===== src/rtl/stopwatch_controller_if.sv =====
// Command/status bundle between the button front-end, the stopwatch timebase and the display driver.
// master = command source and display consumer, slave = stopwatch_controller.
interface stopwatch_controller_if;
  logic        start_stop_p;
  logic        clear_p;
  logic        lap_p;
  logic        running;
  logic        tick;
  logic        wrap;
  logic        lap_active;
  logic [15:0] digits;

  modport master (
    output start_stop_p, clear_p, lap_p,
    input  running, tick, wrap, lap_active, digits
  );

  modport slave (
    input  start_stop_p, clear_p, lap_p,
    output running, tick, wrap, lap_active, digits
  );
endinterface


===== src/rtl/stopwatch_controller.sv =====
// Stopwatch timebase: IDLE/RUN/PAUSE FSM, centisecond prescaler and 4-digit BCD SS.CC counter.
// Define STOPWATCH_LAP_EN to add the lap-freeze display latch.
module stopwatch_controller #(
  parameter int CLK_HZ  = 100_000_000,
  parameter int TICK_HZ = 100
) (
  input logic                   clk,
  input logic                   rst,
  stopwatch_controller_if.slave bus
);
  localparam int DIV = CLK_HZ / TICK_HZ;
  localparam int PW  = (DIV > 1) ? $clog2(DIV) : 1;
  localparam logic [PW-1:0] PRESC_MAX = PW'(DIV - 1);

  typedef enum logic [1:0] {IDLE, RUN, PAUSE} state_t;

  state_t        state_reg;
  logic          running_reg;
  logic [PW-1:0] presc_reg;
  logic [15:0]   count_reg;
  logic [15:0]   count_next;
  logic [4:0]    carry;
  logic          tick_now;

  assign tick_now = (state_reg == RUN) && (presc_reg == PRESC_MAX);

  // Ripple-carry BCD increment; digit 3 (seconds tens) rolls over at 5, the rest at 9.
  assign carry[0] = 1'b1;
  generate
    for (genvar gi = 0; gi < 4; gi++) begin : g_digit
      localparam logic [3:0] LIM = (gi == 3) ? 4'd5 : 4'd9;
      logic at_max;
      assign at_max       = (count_reg[4*gi +: 4] == LIM);
      assign carry[gi+1]  = carry[gi] & at_max;
      assign count_next[4*gi +: 4] = !carry[gi] ? count_reg[4*gi +: 4] :
                                     at_max     ? 4'd0 :
                                                  count_reg[4*gi +: 4] + 4'd1;
    end
  endgenerate

  always_ff @(posedge clk or posedge rst) begin
    if (rst) begin
      state_reg   <= IDLE;
      running_reg <= 1'b0;
      presc_reg   <= '0;
      count_reg   <= '0;
    end else begin
      if (state_reg == RUN) begin
        presc_reg <= tick_now ? '0 : presc_reg + 1'b1;
        if (tick_now)
          count_reg <= count_next;
      end
      case (state_reg)
        IDLE: begin
          if (bus.start_stop_p) begin
            state_reg   <= RUN;
            running_reg <= 1'b1;
            presc_reg   <= '0;
          end
        end
        RUN: begin
          if (bus.start_stop_p) begin
            state_reg   <= PAUSE;
            running_reg <= 1'b0;
          end
        end
        PAUSE: begin
          // Clear outranks a simultaneous resume; the prescaler is otherwise held.
          if (bus.clear_p) begin
            state_reg   <= IDLE;
            running_reg <= 1'b0;
            count_reg   <= '0;
            presc_reg   <= '0;
          end else if (bus.start_stop_p) begin
            state_reg   <= RUN;
            running_reg <= 1'b1;
          end
        end
        default: begin
          state_reg   <= IDLE;
          running_reg <= 1'b0;
        end
      endcase
    end
  end

  assign bus.running = running_reg;
  assign bus.tick    = tick_now;
  assign bus.wrap    = tick_now & carry[4];

`ifdef STOPWATCH_LAP_EN
  logic        lap_reg;
  logic [15:0] latch_reg;

  always_ff @(posedge clk or posedge rst) begin
    if (rst) begin
      lap_reg   <= 1'b0;
      latch_reg <= '0;
    end else if (state_reg == PAUSE && bus.clear_p) begin
      lap_reg <= 1'b0;
    end else if (bus.lap_p) begin
      if (lap_reg && state_reg != IDLE) begin
        lap_reg <= 1'b0;
      end else if (!lap_reg && state_reg == RUN) begin
        lap_reg   <= 1'b1;
        latch_reg <= count_reg;
      end
    end
  end

  assign bus.lap_active = lap_reg;
  assign bus.digits     = lap_reg ? latch_reg : count_reg;
`else
  logic unused_lap;
  assign unused_lap     = bus.lap_p;
  assign bus.lap_active = 1'b0;
  assign bus.digits     = count_reg;
`endif
endmodule


===== src/flat_wrapper.sv =====
// flat-port wrapper written by rule: the top's interface ports become plain ports
module stopwatch_controller_flat 
#(
  parameter int CLK_HZ  = 100_000_000,
  parameter int TICK_HZ = 100
)
  (clk, rst, bus_start_stop_p, bus_clear_p, bus_lap_p, bus_running, bus_tick, bus_wrap, bus_lap_active, bus_digits);
  stopwatch_controller_if bus_i ();
  input logic clk;
  input logic rst;
  input wire logic [$bits(bus_i.start_stop_p)-1:0] bus_start_stop_p;
  input wire logic [$bits(bus_i.clear_p)-1:0] bus_clear_p;
  input wire logic [$bits(bus_i.lap_p)-1:0] bus_lap_p;
  output wire logic [$bits(bus_i.running)-1:0] bus_running;
  output wire logic [$bits(bus_i.tick)-1:0] bus_tick;
  output wire logic [$bits(bus_i.wrap)-1:0] bus_wrap;
  output wire logic [$bits(bus_i.lap_active)-1:0] bus_lap_active;
  output wire logic [$bits(bus_i.digits)-1:0] bus_digits;
  assign bus_i.start_stop_p = bus_start_stop_p;
  assign bus_i.clear_p = bus_clear_p;
  assign bus_i.lap_p = bus_lap_p;
  assign bus_running = bus_i.running;
  assign bus_tick = bus_i.tick;
  assign bus_wrap = bus_i.wrap;
  assign bus_lap_active = bus_i.lap_active;
  assign bus_digits = bus_i.digits;
  stopwatch_controller #(.CLK_HZ(CLK_HZ), .TICK_HZ(TICK_HZ)) u_core (.clk(clk), .rst(rst), .bus(bus_i));
endmodule

===== config.mk =====
export PLATFORM = sky130hd
export DESIGN_NAME = stopwatch_controller_flat
export DESIGN_NICKNAME = d
export VERILOG_FILES = /design/src/rtl/stopwatch_controller_if.sv /design/src/rtl/stopwatch_controller.sv /design/src/flat_wrapper.sv
export SDC_FILE = /design/constraint.sdc
export NUM_CORES = 1
export LEC_CHECK = 0
export CORE_ASPECT_RATIO = 0.5
export CORE_UTILIZATION = 40
export DETAILED_ROUTE_END_ITERATION = 6
export DONT_BUFFER_PORTS = 1
export GPL_ROUTABILITY_DRIVEN = 0
export RECOVER_POWER = 25
export SETUP_SLACK_MARGIN = 0.15
export SLEW_MARGIN = 20
export SYNTH_ARGS = -nofsm -noshare
export SYNTH_HDL_FRONTEND = slang
export SYNTH_SLANG_ARGS = --single-unit

===== constraint.sdc =====
create_clock -name clk -period 2.2 [get_ports clk]
set_input_delay 0.22 -clock clk [delete_from_list [all_inputs] [get_ports clk]]
set_output_delay 0.22 -clock clk [all_outputs]
set_load 0.005 [all_outputs]

* After elaboration in Yosys (flattened, before gate mapping)
Cells that the tools add are included.
Widths: inputs -> output; s select.
** Storage, ports and cells
- Memory bits (read-only) :: 0
- Memory bits (writable) :: 0
- Input bits :: 5
- Output and inout bits :: 20
- Register bits after elaboration :: 39
- Latch bits :: 0
- Memories kept :: 0
** Cells by class
- Add/sub/neg operators :: 5
- Div/mod/pow operators :: 0
- Reductions and logical operators :: 2
- Multiplexer cells :: 24
- Order comparisons :: 0
- Bitwise gates (word level) :: 4
- $mul :: 0
- Equal/unequal tests :: 8
- Shift operators :: 0
** Operators with widths (number)
- $mux 20 :: 4
- $mux 16 :: 4
- $pmux 20 s2 :: 1
- $mux 4 :: 7
- $add 20x1->20 const B :: 1
- $eq 20x20->1 const B :: 1
- $add 4x1->4 const B :: 4
- $eq 4x4->1 const B :: 3
- $mux 2 :: 3
- $pmux 2 s3 :: 1
- $and 1x1->1 :: 4
- $eq 4x3->1 const B :: 1
- $mux 1 :: 3
- $pmux 1 s3 :: 1
- $eq 2x1->1 const B :: 1
- $eq 2x2->1 const B :: 1
- $logic_not 2->1 :: 1
- $ne 2x2->1 const B :: 1
- $logic_and 1x1->1 :: 1

* Depth between registers and ports, before layout
Gate-level depths: netlist of the first run.
- Depth in word-level cells :: 8
- Mapped depth :: 8

* Least setup slack after synthesis of the first run
OpenSTA, ideal clock, no wires.
- Path kind :: register -> output
- Start point :: register u_core.presc_reg[0]
- End point :: output bus_wrap
- Setup slack :: 79 ps
- Required time :: 1980 ps
- Data arrival time :: 1901 ps
- Buffers on the path :: 1
- Cell stages (with the launch flop) :: 7
- Path through :: dfrtp_1 > ha_1 > nand3b_4 > or4_4 > buf_6 > nor4_4 > nor4b_2
** On the way
- Longest elaborated chain between the ends :: 3
** Ends and longest elaborated chain
- from (decl) :: line stopwatch_controller.sv:19 : logic [PW-1:0] presc_reg;
- from (signal assigned) :: line stopwatch_controller.sv:49 : presc_reg <= tick_now ? '0 : presc_reg + 1'b1;
- $eq 20x20->1 :: line stopwatch_controller.sv:25 : assign tick_now = (state_reg == RUN) && (presc_reg == PRESC_MAX);
- $logic_and 1x1->1 :: line stopwatch_controller.sv:25
- $and 1x1->1 :: line stopwatch_controller.sv:89 : assign bus.wrap = tick_now & carry[4];
- to (decl) :: line flat_wrapper.sv:16 : output wire logic [$bits(bus_i.wrap)-1:0] bus_wrap;
Every way passes these cells.

* Final worst setup path of the first run
- Start point :: register u_core.count_reg[1] (netlist: u_core.bus.digits[1])
- End point :: output bus_wrap
** On the way
- Longest elaborated chain between the ends :: 5
** Ends and longest elaborated chain
- from (decl) :: line stopwatch_controller.sv:20 : logic [15:0] count_reg;
- from (signal assigned) :: line stopwatch_controller.sv:51 : count_reg <= count_next;
- $eq 4x4->1 :: line stopwatch_controller.sv:33 : assign at_max = (count_reg[4*gi +: 4] == LIM);
- $and 1x1->1 (3 in series) :: line stopwatch_controller.sv:34 : assign carry[gi+1] = carry[gi] & at_max;
- $and 1x1->1 :: line stopwatch_controller.sv:89
Every way passes these cells.

==> out/metrics.cfg, run 1 <==
[sta]
min_period_over_period_pct = 98.8
setup_viol = 0
drv_slew = 0
fin_crit_ps = 2170
skew_ps = 6.58
slew-limit-headroom_pct = 34.7
timing.fmax_mhz = 460
rsz0062_at_grt = true
final_hold_viol_count = 0
fin_ws_ps = 25.9
worst_slew_pin_slew_ps = 980

[cells_and_area]
syn_to_final_growth_pct = 15.4
final_cell_mix = nor2_1, dfrtp_1, nand2_1
fill_cells = 472
num-nets-final = 259
drive_gt1_share_pct = 17.3
largest_reg_flops = 20
layout_commonest_cell = nor2_1
antennaDiodeCount = 0

[floorplanning]
ios = 25
die_x_um = 107
start_util_pct = 43.3
fp.dieArea_sq_mm = 0.00585
die_height_um = 54.6
core.rowCount = 18
floorplan.core_area_sq_mm = 0.00511

[critical_path]
crit_type = register to output port
rrSetupSlack_ps = 70
crit_chain = nand3b_1 -> or4_4 -> nor4_4 -> nor4b_4
cp_top_family = simple AND/OR/NAND/NOR gates
cp_max_fo = 8
cp.arrival_ps = 1950
worst_ep_required_time_ps = 1980
start_kind = register
critPathMaxStageDelay_ps = 570
cpMaxStageDelayCell = or4_4
critPathCaptureType = output port
path_buf_inv = 0

[place]
portBuffers = 0
dp_slack_ps = 91.4
dp_hpwl_um = 3190

[drt]
drc = 0
ant_nets = 0
finalWirelength_um = 4660
wl_met2_um = 2120
first_pass_iters = 4
viasPerCell = 5.30
route.met3.wl_um = 206
top_layer_used = met4
drt-met1-wl_um = 2310
vias = 1717
wl_per_cell_um = 14.4
drt_first_iter_violations = 96

[run_status]
status = complete, no violations

[synthesis]
syn_avg_cell_area_sq_um = 9.33
synth_nets = 243
synth_cell_type_count = 51
ys_ff_latch = 39
ys.flop_type = dfrtp_1
ys_seq_area_share_pct = 44.1
synth_area_sq_mm = 0.00221
synthArstFlopShare_pct = 100
synth_edf_count = 0
synthCells = 237
yosys_warnings = 0

[flow_run]
drv_cap = 0

[power]
power_mw = 2.32
vdd_drop_max_uv = 358
internal_power_mw = 1.47
combPwrFrac_pct = 29.1
seqPwrFrac_pct = 47.4
p_sw_mw = 0.852
p_clk_share_pct = 23.5
p_leak_nw = 1.06
p_per_area_mw_per_mm2 = 910
switching_share_pct = 36.7

[grt]
grt_pass1_vias = 1628
grt_use_total_pct = 17.3
antenna_found_initial = 0
grt_pass1_wl_um = 7520
grt_overflow = 0
grt_max_degree = 40

[cts]
clk_pin_slew_worst_paths_ps = 80
clock_latency_ps = 290
cts-root-buf = clkbuf_8
tritoncts = built
htree_levels = 2
cts_sinks = 39
cts-buffers-inserted = 5
cts_buffer_depth = 2

[worst_hold_path]
min_path_type = input pin to register

==> cell usage after synthesis, drive strengths merged, types with 2 or more instances <==
library cell	instances	area, sq um
clkbuf	2	7.51
inv	12	45.0
nor2	38	143
a21oi	8	40.0
mux2i	6	60.1
and3b	2	17.5
xor2	6	52.6
dfrtp	39	976
o21ai	5	25.0
and2	2	12.5
and3	3	18.8
nand4	5	31.3
nor4b	2	23.8
nor3	6	46.3
and4	4	35.0
a31o	2	17.5
nor2b	6	37.5
nor3b	4	30.0
nand2	19	71.3
nor4	9	71.3
nor4bb	2	20.0
nand3	9	45.0
nand3b	3	35.0
xnor2	17	149
o211ai	3	22.5
buf	7	51.3
==> logic make-up (layout without fill, tap and decap cells) <==
group / count (synthesis) / count (layout) / synth area share, %
AOI/OAI and AO/OA: 26 / 26 / 7.58
xor gates and xnor gates: 23 / 23 / 9.11
adders and majority gates: 1 / 1 / 0.566
buffers and inverters: 21 / 38 / 4.69
DFF: 39 / 39 / 44.1
muxes: 6 / 6 / 2.72
other: 1 / 1 / 0.170
and+or+nand+nor: 120 / 120 / 31.1
==> final cells by class <==
type                            instances  area, sq um  area share, %
Sequential cell                        39          981           38.4
Timing Repair Buffer                   18          151           5.93
Clock buffer                            8          100           3.92
Inverter                               12         45.0           1.76
Tap cell                               70         87.6           3.43
Multi-Input combinational cell        177         1190           46.5
==> metal layers <==
| layer | global-route usage, % | vias up |
|---|---|---|
| met4 | 3.88 | 0 |
| met3 | 5.95 | 2 |
| met5 | 0 | - |
| met2 | 28.8 | 26 |
| li1 | - | 849 |
| met1 | 22.2 | 840 |
==> metrics by stage <==
stage	hold WS [ps]	TNS, ps	instances	utilization, %	instance area, sq um
2_1_floorplan	403	0	237	-	2220
3_3_place_gp	266	0	310	46.0	2350
3_5_place_dp	273	0	310	46.0	2350
4_1_cts	15.0	0	323	49.0	2510
5_1_grt	25.8	-120	324	49.9	2550
6_report	20.2	0	324	49.9	2550
==> worst paths after layout <==
kind                                 startpoint               endpoint  cells past startpoint
max in group asynchronous                   rst   u_core.presc_reg[15]                      3
max reg2reg                u_core.bus.digits[1]  u_core.bus.digits[12]                      6
min in group asynchronous                   rst   u_core.bus.digits[4]                      3
max                        u_core.bus.digits[1]               bus_wrap                      4
min                            bus_start_stop_p    u_core.state_reg[1]                      1
min reg2reg                 u_core.presc_reg[3]    u_core.presc_reg[3]                      2
==> repair_timing <==
item	4_1_cts	5_1_grt
hold endpoints to repair	39	0
setup endpoints to repair	8	13
resized for setup	3	11
hold buffers	1	0
buffers inserted	4	1
pin swaps	2	3
==> power groups by stage <==
stage / clock, mW / sequential (mW) / combinational [mW]
3_5_place_dp: 0 / 1.11 / 0.632
4_1_cts: 0.558 / 1.10 / 0.670
5_1_grt: 0.578 / 1.13 / 0.769
3_3_place_gp: 0 / 1.10 / 0.607
2_1_floorplan: 0 / 1.05 / 0.499
6_report: 0.545 / 1.10 / 0.677
Note: power is estimated with default switching activity, not from simulation.
==> run 2: changes to the inputs <==
- clock period: 2.2 -> 2 ns (I/O delays scaled with it)
==> run 2 against run 1 <==
Net effect: the run now ends with setup timing left; power up 23%; global-route usage up 1.8 points; first-iteration DRC count up 1.0%; flip-flop and latch count unchanged; clock power down 0.9%; routed wire length up 15%; worst setup slack worse by 130 ps; sequential share of layout area down 5.7 points; design area up 17%; critical path depth up 1; critical endpoint unchanged; highest routed layer unchanged.
==> out/metrics.cfg, run 2 (synthesis gave the netlist of run 1 again) <==
[grt]
grt_overflow = 0
grt_max_degree = 40
grt_pass1_wl_um = 8290
antenna_found_initial = 0
grt_pass1_vias = 1733
grt_use_total_pct = 19.1

[cells_and_area]
syn_to_final_growth_pct = 35.0
final_util_pct = 58.4
register_area_sq_um = 976
final_cells = 351
num-nets-final = 287
final_cell_mix = dfrtp_1, buf_4, nand2_1, nor2_1, xnor2_1
largest_reg_flops = 20
antennaDiodeCount = 0
drive_gt1_share_pct = 32.4
fill_cells = 411
multiInputGateArea_sq_mm = 0.00137
layout_commonest_cell = dfrtp_1

[drt]
wl_per_cell_um = 15.2
finalWirelength_um = 5340
first_pass_iters = 4
drc = 0
drt_first_iter_violations = 97
viasPerCell = 5.40
ant_nets = 0
vias = 1896

[power]
p_per_area_mw_per_mm2 = 956
p_leak_nw = 1.24
vdd_drop_max_uv = 466
power_mw = 2.86

[place]
placedCellCount = 327
portBuffers = 0
dp_slack_ps = 3.68
dp_hpwl_um = 3430

[critical_path]
rrSetupSlack_ps = -10
crit_type = register to output port
ff2ff_path_depth = 6
critPathCaptureType = output port
worstReg2RegEnd = u_core.bus.digits[11]
r2r_start = u_core.bus.digits[1]
cp_max_fo = 2
cp.arrival_ps = 1910
start_kind = register
worst_ep_required_time_ps = 1800

[cts]
cts-buffers-inserted = 5
clk_pin_slew_worst_paths_ps = 80
htree_levels = 2
cts_buffer_depth = 2
clock_latency_ps = 290
cts_sinks = 39
cts-root-buf = clkbuf_8
tritoncts = built

[flow_run]
drv_cap = 0

[floorplanning]
core.rowCount = 18
die_height_um = 54.6
die_x_um = 107
ios = 25
fp.dieArea_sq_mm = 0.00585
floorplan.core_area_sq_mm = 0.00511
start_util_pct = 43.3

[sta]
slew-limit-headroom_pct = 33.5
setup_viol = 4
final_hold_viol_count = 0
fin_ws_ps = -107
rsz0062_at_grt = true
timing.fmax_mhz = 475
skew_ps = 7.36
worst_slew_pin_slew_ps = 997
fin_crit_ps = 2110
finalSetupTns_ps = -141
min_period_over_period_pct = 105
drv_slew = 0

[worst_hold_path]
min-delay-start = bus_start_stop_p
min_path_type = input pin to register
holdPathEnd = u_core.state_reg[1]
min_path_cells = 2

[run_status]
status = complete, but fails checks
violations = setup timing

-- run 2: cell count changes in the layout (fill, tap and decap cells not counted), moves of 4 or more --
cell / previous run / this run
buf_6: 1 / 6
dfrtp_1: 35 / 39
nor2_4: 0 / 16
buf_4: 14 / 34
dfrtp_2: 4 / 0
nor2_1: 36 / 19
-- run 2: worst max path at each step --
stage | start | to | slack [ps] | cells past startpoint
2_1_floorplan | u_core.bus.digits[1] | bus_wrap | 50 | 5
3_3_place_gp | u_core.presc_reg[12] | bus_wrap | 80 | 4
3_5_place_dp | u_core.presc_reg[12] | bus_wrap | 4 | 4
4_1_cts | u_core.bus.digits[1] | bus_wrap | -210 | 4
5_1_grt | u_core.presc_reg[10] | bus_wrap | -220 | 5
6_report | u_core.presc_reg[10] | bus_wrap | -110 | 5
-- run 2: area by class of cell --
cell class | count | area share, %
inverter | 12 | 1.51
clock buffer | 6 | 2.77
sequential | 39 | 32.7
tap | 70 | 2.93
clock inverter | 1 | 0.168
timing repair buffer | 46 | 14.0
multi-input combinational | 177 | 45.9
-- run 2: timing repair --
item,in CTS,in global routing
pin swaps,6,10
cloned,0,3
endpoints found under the hold margin,41,0
gates resized for setup,10,46
setup endpoints to repair,29,27
hold buffers,2,0
setup buffers,6,6
-- run 2: power breakdown --
part / switching, mW / internal [mW] / leakage [nW]
clock: 0.270 / 0.271 / 0.0470
combinational: 0.635 / 0.537 / 0.668
sequential: 0.189 / 0.953 / 0.528
total: 1.09 / 1.76 / 1.24
-- run 2: through the flow --
stage	instance area, sq um	hold slack, ps
4_1_cts	2690	15.0
3_3_place_gp	2490	244
5_1_grt	2990	18.2
3_5_place_dp	2490	249
2_1_floorplan	2230	383
6_report	2990	17.7
-- run 2: per-layer routing --
metal,routed length (um),up-vias,track usage (%)
met5,0,-,0
li1,-,914,-
met1,2430,943,23.5
met2,2610,33,33.3
met3,239,6,5.83
met4,53,0,5.94
-- run 2: critical path, cell delays in order, from the launching register on --
cell and delay, ps:
dfrtp_1 400, nor4_2 350, nand4_1 150, buf_6 160, nor4_4 290, nor4b_4 260
==> run 3: changes to the inputs <==
- REMOVE_ABC_BUFFERS: not set -> 1
==> run 3 against run 2 <==
Net effect: worst hold slack got worse by 9.0 ps; final cell count grew 4.8%; clock power increased by 47%; the run still ends with setup timing left; clock-buffer cell count down 1; flip-flop and latch count stayed put; clock skew decreased by 4.0 ps.
==> out/metrics.cfg, run 3 (synthesis gave the netlist of run 1 again) <==
[run_status]
status = complete, but fails checks
violations = setup timing

[cells_and_area]
num-nets-final = 303
drive_gt1_share_pct = 40.6
syn_to_final_growth_pct = 48.4
layout_commonest_cell = buf_4
final_util_pct = 64.2
multiInputGateArea_sq_mm = 0.00148
final_cell_mix = buf_4, dfrtp_1, nor2_4
fill_cells = 374
largest_reg_flops = 20
antennaDiodeCount = 0
fin_area_sq_mm = 0.00328
register_area_sq_um = 977

[critical_path]
crit_type = register to output port
cp.arrival_ps = 1890
rrSetupSlack_ps = 40
path_buf_inv = 1
critPathCaptureType = output port
critPathLaunch = u_core.presc_reg[11]
critPathMaxStageDelay_ps = 390
start_kind = register
cp_top_family = simple AND/OR/NAND/NOR gates
cp_max_fo = 2
cpMaxStageDelayCell = dfrtp_1
crit_end = bus_wrap
crit_chain = nor4bb_2 -> nand4_1 -> buf_4 -> nor4_4 -> nor4b_4
path_depth = 5
worstReg2RegEnd = u_core.bus.digits[13]
ff2ff_path_depth = 8
worst_ep_required_time_ps = 1800
r2r_start = u_core.presc_reg[11]

[power]
vdd_drop_max_uv = 569
combPwrFrac_pct = 40.0
seqPwrFrac_pct = 35.2
p_sw_mw = 1.15
power_mw = 3.21
p_leak_nw = 1.37
switching_share_pct = 36.0
p_clk_share_pct = 24.8
internal_power_mw = 2.05
p_per_area_mw_per_mm2 = 977

[sta]
worst_slew_pin_slew_ps = 1010
fin_crit_ps = 2090
timing.fmax_mhz = 479
final_hold_viol_count = 0
min_period_over_period_pct = 104
setup_viol = 1
slew-limit-headroom_pct = 33.0
rsz0062_at_grt = true
drv_slew = 0
fin_ws_ps = -85.7
skew_ps = 3.31

[floorplanning]
floorplan.core_area_sq_mm = 0.00511
die_x_um = 107
fp.dieArea_sq_mm = 0.00585
start_util_pct = 43.3
die_height_um = 54.6
ios = 25
core.rowCount = 18

[cts]
cts_buffer_depth = 2
clock_latency_ps = 300
cts-root-buf = clkbuf_8
cts-buffers-inserted = 5
tritoncts = built
cts_sinks = 39
htree_levels = 2
clk_pin_slew_worst_paths_ps = 80

[grt]
grt_overflow = 0
grt_pass1_wl_um = 8400
grt_use_total_pct = 19.3
antenna_found_initial = 0
grt_max_degree = 40
grt_pass1_vias = 1814

[drt]
drt_first_iter_violations = 85
vias = 1981
finalWirelength_um = 5800
drc = 0
wl_per_cell_um = 15.8
first_pass_iters = 4
viasPerCell = 5.38
ant_nets = 0

[worst_hold_path]
min_path_type = input pin to register
min-delay-start = bus_start_stop_p

[place]
portBuffers = 0
dp_hpwl_um = 3520
place_area_sq_mm = 0.00253

[flow_run]
drv_cap = 0

[run 3: how the worst min path moves through the flow]
stage                                      end  slack (ps)  depth (start not counted)
after floorplan             u_core.bus.running         310                          1
after global placement    u_core.presc_reg[19]         240                          2
after detailed placement  u_core.presc_reg[18]         250                          2
after CTS                   u_core.bus.running         0.3                          1
after global routing        u_core.bus.running          20                          1
final                      u_core.state_reg[1]           9                          1
[run 3: layer usage]
layer  global-route usage (%)  vias up  wire length [um]
li1                         -      945                 -
met1                     23.5      986              2580
met2                     33.9       40              2900
met3                     5.36       10               247
met4                     6.85        0                71
met5                        0        -                 0
[run 3: worst register-to-register path, cell delays in order (launching register included)]
cell      delay (ps)
dfrtp_1          390
nor4bb_2         340
nand4_1          120
buf_4            170
nor4_4           300
buf_4            160
buf_6            100
mux2i_1          190
nor2_1            70
[run 3: power by group through the flow]
stage	registers, mW	clock network (mW)	logic [mW]
3_5_place_dp	1.12	0	0.920
2_1_floorplan	1.18	0	0.459
4_1_cts	1.12	0.813	0.973
5_1_grt	1.15	0.838	1.39
6_report	1.13	0.794	1.28
3_3_place_gp	1.11	0	0.900
[run 3: per-stage QoR]
step	worst slack (ps)	hold slack (ps)	TNS [ps]	std cells
2_1_floorplan	-47.6	306	-47.6	228
3_3_place_gp	30.0	243	0	337
3_5_place_dp	-39.8	254	-73.9	337
4_1_cts	-47.6	0.337	-47.6	357
5_1_grt	-201	21.9	-432	368
6_report	-85.7	8.63	-85.7	368
[run 3: cell type report]
class	instances	share of cell area [%]
multi-input combinational	177	44.9
sequential	39	29.8
timing repair buffer	62	17.1
tap	70	2.67
clock buffer	5	2.10
clock inverter	3	2.06
inverter	12	1.37
[run 3: repair_timing]
action	in CTS	in global routing
gates cloned	0	1
hold buffers	1	0
setup endpoints to repair	35	35
gates resized for setup	28	65
endpoints found under the hold margin	39	0
buffers inserted	11	10
pin swaps	14	24
